===== src/rtl/graphic_cmd_scheduler.sv =====
`timescale 1ns/1ps
`default_nettype none
// ============================================================================
// Module   : graphic_cmd_scheduler
// Brief    : Per-scanline command scheduler. Clears the line buffer to a
//            background colour, walks the command table and dispatches every
//            in-range command to the string/line/rect/fill engine, owning the
//            single line-buffer write port while an engine runs.
// Revision : 1.0 - initial release
// ============================================================================
module graphic_cmd_scheduler #(
    parameter int CMD_AW  = 4,
    parameter int H_RES   = 800,
    parameter int TIMEOUT = 4095
) (
    input  logic              clk,
    input  logic              reset,
    input  logic              ce,
    input  logic              line_start,
    input  logic [10:0]       line,
    input  logic              clear_en,
    input  logic [3:0]        bg_color,
    input  logic [CMD_AW:0]   cmd_count,
    output logic [CMD_AW-1:0] cmd_addr,
    input  logic [63:0]       cmd_data,
    output logic [63:0]       eng_cmd,
    output logic [3:0]        eng_start,
    input  logic [3:0]        eng_done,
    input  logic [15:0]       eng_buff_data,
    input  logic [47:0]       eng_buff_addr,
    input  logic [3:0]        eng_buff_wr,
    output logic [3:0]        buff_data,
    output logic [11:0]       buff_addr,
    output logic              buff_wr,
    output logic              busy,
    output logic              line_done,
    output logic              err
);

    // Timeout counter only has to reach TIMEOUT-1: RUN lasts at most
    // TIMEOUT ce-cycles, counting the first one as cycle 0.
    localparam int              c_tw       = (TIMEOUT > 1) ? $clog2(TIMEOUT) : 1;
    localparam logic [c_tw-1:0] c_tmo_last = c_tw'(TIMEOUT - 1);
    localparam logic [11:0]     c_clr_last = 12'(H_RES - 1);

    localparam logic [2:0] c_st_idle    = 3'd0;
    localparam logic [2:0] c_st_clear   = 3'd1;
    localparam logic [2:0] c_st_fetch   = 3'd2;
    localparam logic [2:0] c_st_wait_rd = 3'd3;
    localparam logic [2:0] c_st_decode  = 3'd4;
    localparam logic [2:0] c_st_run     = 3'd5;
    localparam logic [2:0] c_st_done    = 3'd6;

    logic [2:0]        r_state;
    logic [10:0]       r_line;
    logic [CMD_AW:0]   r_index;
    logic [11:0]       r_clr_addr;
    logic [1:0]        r_sel;
    logic [c_tw-1:0]   r_tmo;
    logic [CMD_AW-1:0] r_cmd_addr;
    logic [63:0]       r_eng_cmd;
    logic [3:0]        r_eng_start;
    logic              r_busy;
    logic              r_line_done;
    logic              r_err;

    // Per-engine views of the packed engine write buses.
    logic [3:0]  w_eng_data [4];
    logic [11:0] w_eng_addr [4];

    for (genvar k = 0; k < 4; k++) begin : g_eng
        assign w_eng_data[k] = eng_buff_data[4*k +: 4];
        assign w_eng_addr[k] = eng_buff_addr[12*k +: 12];
    end

    // Command decode: opcodes 1..4 map to engines 0..3.
    logic [2:0]  w_op;
    logic [2:0]  w_op_m1;
    logic [1:0]  w_eng;
    logic [10:0] w_y0;
    logic [10:0] w_y1;
    logic        w_valid_op;
    logic        w_in_range;

    assign w_op       = cmd_data[2:0];
    assign w_op_m1    = w_op - 3'd1;
    assign w_eng      = w_op_m1[1:0];
    assign w_y0       = cmd_data[44:34];
    assign w_y1       = cmd_data[22:12];
    assign w_valid_op = (w_op >= 3'd1) && (w_op <= 3'd4);
    // An inverted range (y0 > y1) can never satisfy both compares.
    assign w_in_range = (w_y0 <= r_line) && (r_line <= w_y1);

    assign cmd_addr  = r_cmd_addr;
    assign eng_cmd   = r_eng_cmd;
    assign eng_start = r_eng_start;
    assign busy      = r_busy;
    assign line_done = r_line_done;
    assign err       = r_err;

    // Scheduler FSM: clear, then fetch/decode/run each table entry.
    always_ff @(posedge clk) begin
        if (reset) begin
            r_state     <= c_st_idle;
            r_line      <= '0;
            r_index     <= '0;
            r_clr_addr  <= '0;
            r_sel       <= '0;
            r_tmo       <= '0;
            r_cmd_addr  <= '0;
            r_eng_cmd   <= '0;
            r_eng_start <= '0;
            r_busy      <= 1'b0;
            r_line_done <= 1'b0;
            r_err       <= 1'b0;
        end else if (ce) begin
            r_eng_start <= '0;
            r_line_done <= 1'b0;
            case (r_state)
                c_st_idle: begin
                    if (line_start) begin
                        r_line     <= line;
                        r_index    <= '0;
                        r_clr_addr <= '0;
                        r_busy     <= 1'b1;
                        r_state    <= clear_en ? c_st_clear : c_st_fetch;
                    end
                end
                c_st_clear: begin
                    if (r_clr_addr == c_clr_last) begin
                        r_state <= c_st_fetch;
                    end else begin
                        r_clr_addr <= r_clr_addr + 12'd1;
                    end
                end
                c_st_fetch: begin
                    if (r_index == cmd_count) begin
                        r_line_done <= 1'b1;
                        r_state     <= c_st_done;
                    end else begin
                        r_cmd_addr <= r_index[CMD_AW-1:0];
                        r_state    <= c_st_wait_rd;
                    end
                end
                c_st_wait_rd: begin
                    r_state <= c_st_decode;
                end
                c_st_decode: begin
                    if (w_op == 3'd0) begin
                        r_line_done <= 1'b1;
                        r_state     <= c_st_done;
                    end else if (w_valid_op && w_in_range) begin
                        r_eng_cmd   <= cmd_data;
                        r_eng_start <= 4'b0001 << w_eng;
                        r_sel       <= w_eng;
                        r_tmo       <= '0;
                        r_state     <= c_st_run;
                    end else begin
                        r_index <= r_index + 1'b1;
                        r_state <= c_st_fetch;
                    end
                end
                c_st_run: begin
                    // A done on the final allowed cycle still counts as done.
                    if (eng_done[r_sel]) begin
                        r_index <= r_index + 1'b1;
                        r_state <= c_st_fetch;
                    end else if (r_tmo == c_tmo_last) begin
                        r_err   <= 1'b1;
                        r_index <= r_index + 1'b1;
                        r_state <= c_st_fetch;
                    end else begin
                        r_tmo <= r_tmo + 1'b1;
                    end
                end
                c_st_done: begin
                    r_busy  <= 1'b0;
                    r_state <= c_st_idle;
                end
                default: begin
                    r_busy  <= 1'b0;
                    r_state <= c_st_idle;
                end
            endcase
        end
    end

    // Write port mux: scheduler owns it in CLEAR, the selected engine in RUN.
    always_comb begin
        buff_wr   = 1'b0;
        buff_addr = '0;
        buff_data = '0;
        case (r_state)
            c_st_clear: begin
                buff_wr   = 1'b1;
                buff_addr = r_clr_addr;
                buff_data = bg_color;
            end
            c_st_run: begin
                buff_wr   = eng_buff_wr[r_sel];
                buff_addr = w_eng_addr[r_sel];
                buff_data = w_eng_data[r_sel];
            end
            default: begin
                buff_wr = 1'b0;
            end
        endcase
    end

endmodule
`default_nettype wire


===== config.mk =====
export PLATFORM = sky130hd
export DESIGN_NAME = graphic_cmd_scheduler
export DESIGN_NICKNAME = d
export VERILOG_FILES = /design/src/rtl/graphic_cmd_scheduler.sv
export SDC_FILE = /design/constraint.sdc
export NUM_CORES = 1
export LEC_CHECK = 0
export ABC_AREA = 1
export CORE_MARGIN = 4
export CORE_UTILIZATION = 28
export CTS_CLUSTER_DIAMETER = 100
export DETAILED_ROUTE_END_ITERATION = 7
export PLACE_DENSITY = 0.62
export SYNTH_ARGS = -nofsm -noshare
export SYNTH_HDL_FRONTEND = slang
export SYNTH_SLANG_ARGS = --single-unit

===== constraint.sdc =====
create_clock -name clk -period 2.7 [get_ports clk]
set_clock_uncertainty 0.1 [all_clocks]
set_input_delay 0.54 -clock clk [delete_from_list [all_inputs] [get_ports clk]]
set_output_delay 0.54 -clock clk [all_outputs]
set_load 0.05 [all_outputs]

==> results of run 1 <==
==> cell usage after synthesis <==
cell      instances
ha_1             31
buf_1             1
nor2_1           50
dfxtp_1         120
xnor2_1           4
or2_2             2
or2_1             1
o21a_1            1
and2_1            1
o21ai_0          41
buf_2            11
nand3_1         103
nand3b_1          2
nor4_1            1
nand4_1          12
a31oi_1           3
nor3_1           12
nor3b_1           2
a32o_1            4
nand3_2           1
a21o_1            1
nor2_4            4
a221o_1          12
a41oi_1           1
xor2_1           11
buf_6             4
a21oi_1         155
nand2_1         222
inv_2             3
nand2_2           4
inv_1            84
a21oi_4           1
clkbuf_1         36
a211oi_1          3
o21bai_1          1
buf_4             1
o22a_1            1
==> per-layer routing <==
| metal | part of all wire [%] | vias up | GRT usage, % |
|---|---|---|---|
| met3 | 5.0 | 34 | 3.593 |
| met5 | 0 | - | 0 |
| met4 | 2.3 | 0 | 5.661 |
| li1 | - | 3713 | - |
| met1 | 44 | 3384 | 21.01 |
| met2 | 49 | 190 | 28.66 |
==> state kept, by name, indices dropped and copies added (netlist names) <==
register	flops
busy	1
cmd_addr	4
eng_cmd	64
eng_start	4
err	1
line_done	1
r_clr_addr	12
r_index	5
r_line	11
r_sel	2
r_state	3
r_tmo	12
==> worst min-delay path, delay by kind of cell <==
kind / cells / cell delay, ns
buf+inv: 1 / 0.13
simple gates: 1 / 0.08
compound gates: 1 / 0.06
==> area by class of cell <==
type | instances | share of cell area, %
clock buffers | 20 | 4.481
clock inverters | 12 | 1.129
inverters | 87 | 3.195
multi-input cells | 687 | 35.22
flip-flops and latches | 120 | 23.09
well taps | 313 | 3.760
repair buffers | 300 | 29.13
==> what timing repair did <==
item	4_1_cts	5_1_grt
endpoints found under the setup margin	12	78
buffers inserted	1	5
resized for setup	2	29
cloned	0	8
hold buffers	0	0
pin swaps	1	10
==> power breakdown <==
group	internal (mW)	leakage [nW]	switching, mW
Combinational	0.377	2.76	0.369
Sequential	1.81	0.970	0.0332
Clock	1.35	0.276	0.879
Total	3.53	4.01	1.28
==> cell families (layout without fill, tap and decap cells) <==
| kind of cell | after synthesis | in the layout |
|---|---|---|
| AO/OA/AOI/OAI | 224 | 224 |
| AND/OR/NAND/NOR | 417 | 417 |
| buffers and inverters | 140 | 419 |
| flip-flops | 120 | 120 |
| adder cells (fa/ha/maj) | 31 | 31 |
| XOR/XNOR | 15 | 15 |
==> placed cells by master, fill, tap and decap left out, types with 2 or more instances in the layout <==
cell type / netlist / routed
clkdlybuf4s50_1: 0 / 224
nand2_1: 222 / 219
a21oi_1: 155 / 153
dfxtp_1: 120 / 118
nand3_1: 103 / 102
inv_1: 84 / 81
nor2_1: 50 / 49
buf_4: 1 / 49
o21ai_0: 41 / 41
ha_1: 31 / 28
clkbuf_16: 0 / 21
a221o_1: 12 / 12
nand4_1: 12 / 12
nor3_1: 12 / 12
xor2_1: 11 / 11
dlymetal6s2s_1: 0 / 10
buf_6: 4 / 7
nand2_2: 4 / 6
buf_12: 0 / 6
clkinvlp_4: 0 / 5
nor2_4: 4 / 4
xnor2_1: 4 / 4
inv_2: 3 / 4
a32o_1: 4 / 4
a211oi_1: 3 / 3
ha_4: 0 / 3
clkinv_4: 0 / 3
inv_6: 0 / 3
clkbuf_8: 0 / 3
a21oi_4: 1 / 2
nand3b_1: 2 / 2
or2_2: 2 / 2
a31oi_1: 3 / 2
nor3b_1: 2 / 2
dfxtp_2: 0 / 2
==> final timing paths <==
| kind | from | to | slack, ns | cells after the start |
|---|---|---|---|---|
| max | cmd_data[16] | eng_cmd[8] | 0.07 | 15 |
| min | cmd_data[17] | eng_cmd[17] | 0.34 | 3 |
| max reg2reg | r_line[10] | eng_cmd[8] | 0.18 | 13 |
| min reg2reg | eng_cmd[47] | eng_cmd[47] | 0.36 | 2 |
==> impl_metrics.yaml, run 1 <==
global_route:
  track_usage_pct: 16.78
  grt_start_max_net_pins: 98
  gr-total-overflow: 0
  grt_antenna_before_repair: 0
  grt_pass1_wl_mm: 35.66
  grt_pass1_vias: 6854
worst_setup_path:
  max_stage_delay_ns: 0.50
  crit_family: "simple AND/OR/NAND/NOR gates"
  path_class: "in2reg"
  crit_path_frequent_cell: "nand2_1"
  critPathLaunchType: "input port"
  critPathCaptureType: "flop"
  cp_max_fo: 14
  crit_chain: "clkdlybuf4s50_1 -> inv_2 -> ha_4 -> nand2_1 -> inv_1 -> nand2_1 -> inv_1 -> nand4_1 -> nand2_2 -> nand3_4 -> nor2_4 -> nand2_8 -> buf_6 -> nand2_1 -> a21oi_1"
  cpMaxStageDelayCell: "clkdlybuf4s50_1"
  cp.required_ns: 2.85
  cp.arrival_ns: 2.78
  crit_buf_inv: 5
logic_synthesis:
  synth_top_area_share_pct: 36.70
  ys_ff_latch: 120
  netlist_instances: 947
  synth_xor_area_share_pct: 2.007
  ys_types: 37
  synth_area_sq_um: 6546
  ys_warn_count: 0
  yosys.area_share.adder_pct: 5.925
  synth_compound_gate_area_share_pct: 18.92
  ys_top_cells_by_area: "dfxtp_1 37%, nand2_1 13%, a21oi_1 12%, nand3_1 7.9%, ha_1 5.9%"
  synth_nets: 1139
  synth_top_family_by_area: "simple AND/OR/NAND/NOR gates"
  seq_area_frac_synth_pct: 36.70
  synth.area.mux_share_pct: 0
  synthSimpleGateAreaFrac_pct: 27.69
  synth_top_cell_by_area: "dfxtp_1"
  avgSynthCellArea_sq_um: 6.913
route:
  drc: 0
  routed_wl_mm: 24.04
  via_per_inst: 4.757
  post_drt_wl_per_cell_um: 15.62
  drtAntennaViolNets: 0
  vias: 7321
  firstDrtPassIters: 5
  drtIter0Drc: 468
timing:
  fmax_mhz: 380.3
  worst_slack_ns: 0.07029
  tightest_slew_ns: 1.082
  finalSetupViolations: 0
  timing.final.crit_share_pct: 97.40
  hold_viol_final: 0
  period_minus_slack_ns: 2.630
  fin_tns_setup_ns: 0
  rsz0062_at_grt: "true"
  slew_headroom_pct: 27.88
  drv_slew: 0
  hold_ws_ns: 0.3390
die:
  start_util_pct: 28.65
  coreArea_sq_um: 22850
  dieHeight_um: 160.9
  num_rows: 55
  ios: 253
  die_w_um: 160.9
  die_area_sq_um: 25890
clocking:
  cts_tree: "built"
  root_buffer: "clkbuf_16"
  clockBufferDepth: 2
  cts_max_level: 4
  path_clk_slew_ns: 0.06
  insertion_delay_ns: 0.41
  clkSinkCount: 120
  cts-buffers-inserted: 17
power:
  power_density_nw_per_um2: 462.0
  vdd_drop_max_uv: 370.0
  leakage_nw: 4.008
  fin_total_pwr_mw: 4.813
final_layout:
  design_area_sq_um: 10420
  layout.nets: 1405
  utilization_pct: 45.59
  drive_above_1_share_pct: 10.60
  fin_cells: 1539
  diodes: 0
  ff_latch_area_sq_um: 2405
  area_delta_synth_final_pct: 59.12
  multi_input_area_sq_um: 3669
  fillCellCount: 2292
placed_design:
  dp_cells: 1493
  post_dp_cell_area_sq_um: 9494
  io_buffers: 252
  place.gp.congestion: 0.8524
  dpl_worst_slack_ns: -0.3167
  dpl.hpwl_mm: 16.62
run:
  maxCapViolations: 0
status:
  status: "finished, final reports clean"
worst_hold_path:
  hold_class: "in2reg"
No activity file was read; power rests on OpenSTA's default activity.
==> inputs of run 2 (changes only) <==
--- a/config.mk
+++ b/config.mk
@@ -6,6 +6,7 @@
 export NUM_CORES = 1
 export LEC_CHECK = 0
 export ABC_AREA = 1
+export ABC_CLOCK_PERIOD_IN_PS = 2700
 export CORE_MARGIN = 4
 export CORE_UTILIZATION = 28
 export CTS_CLUSTER_DIAMETER = 100
==> results of run 2 <==
Final layout, timing and power as in run 1 (identical DEF).
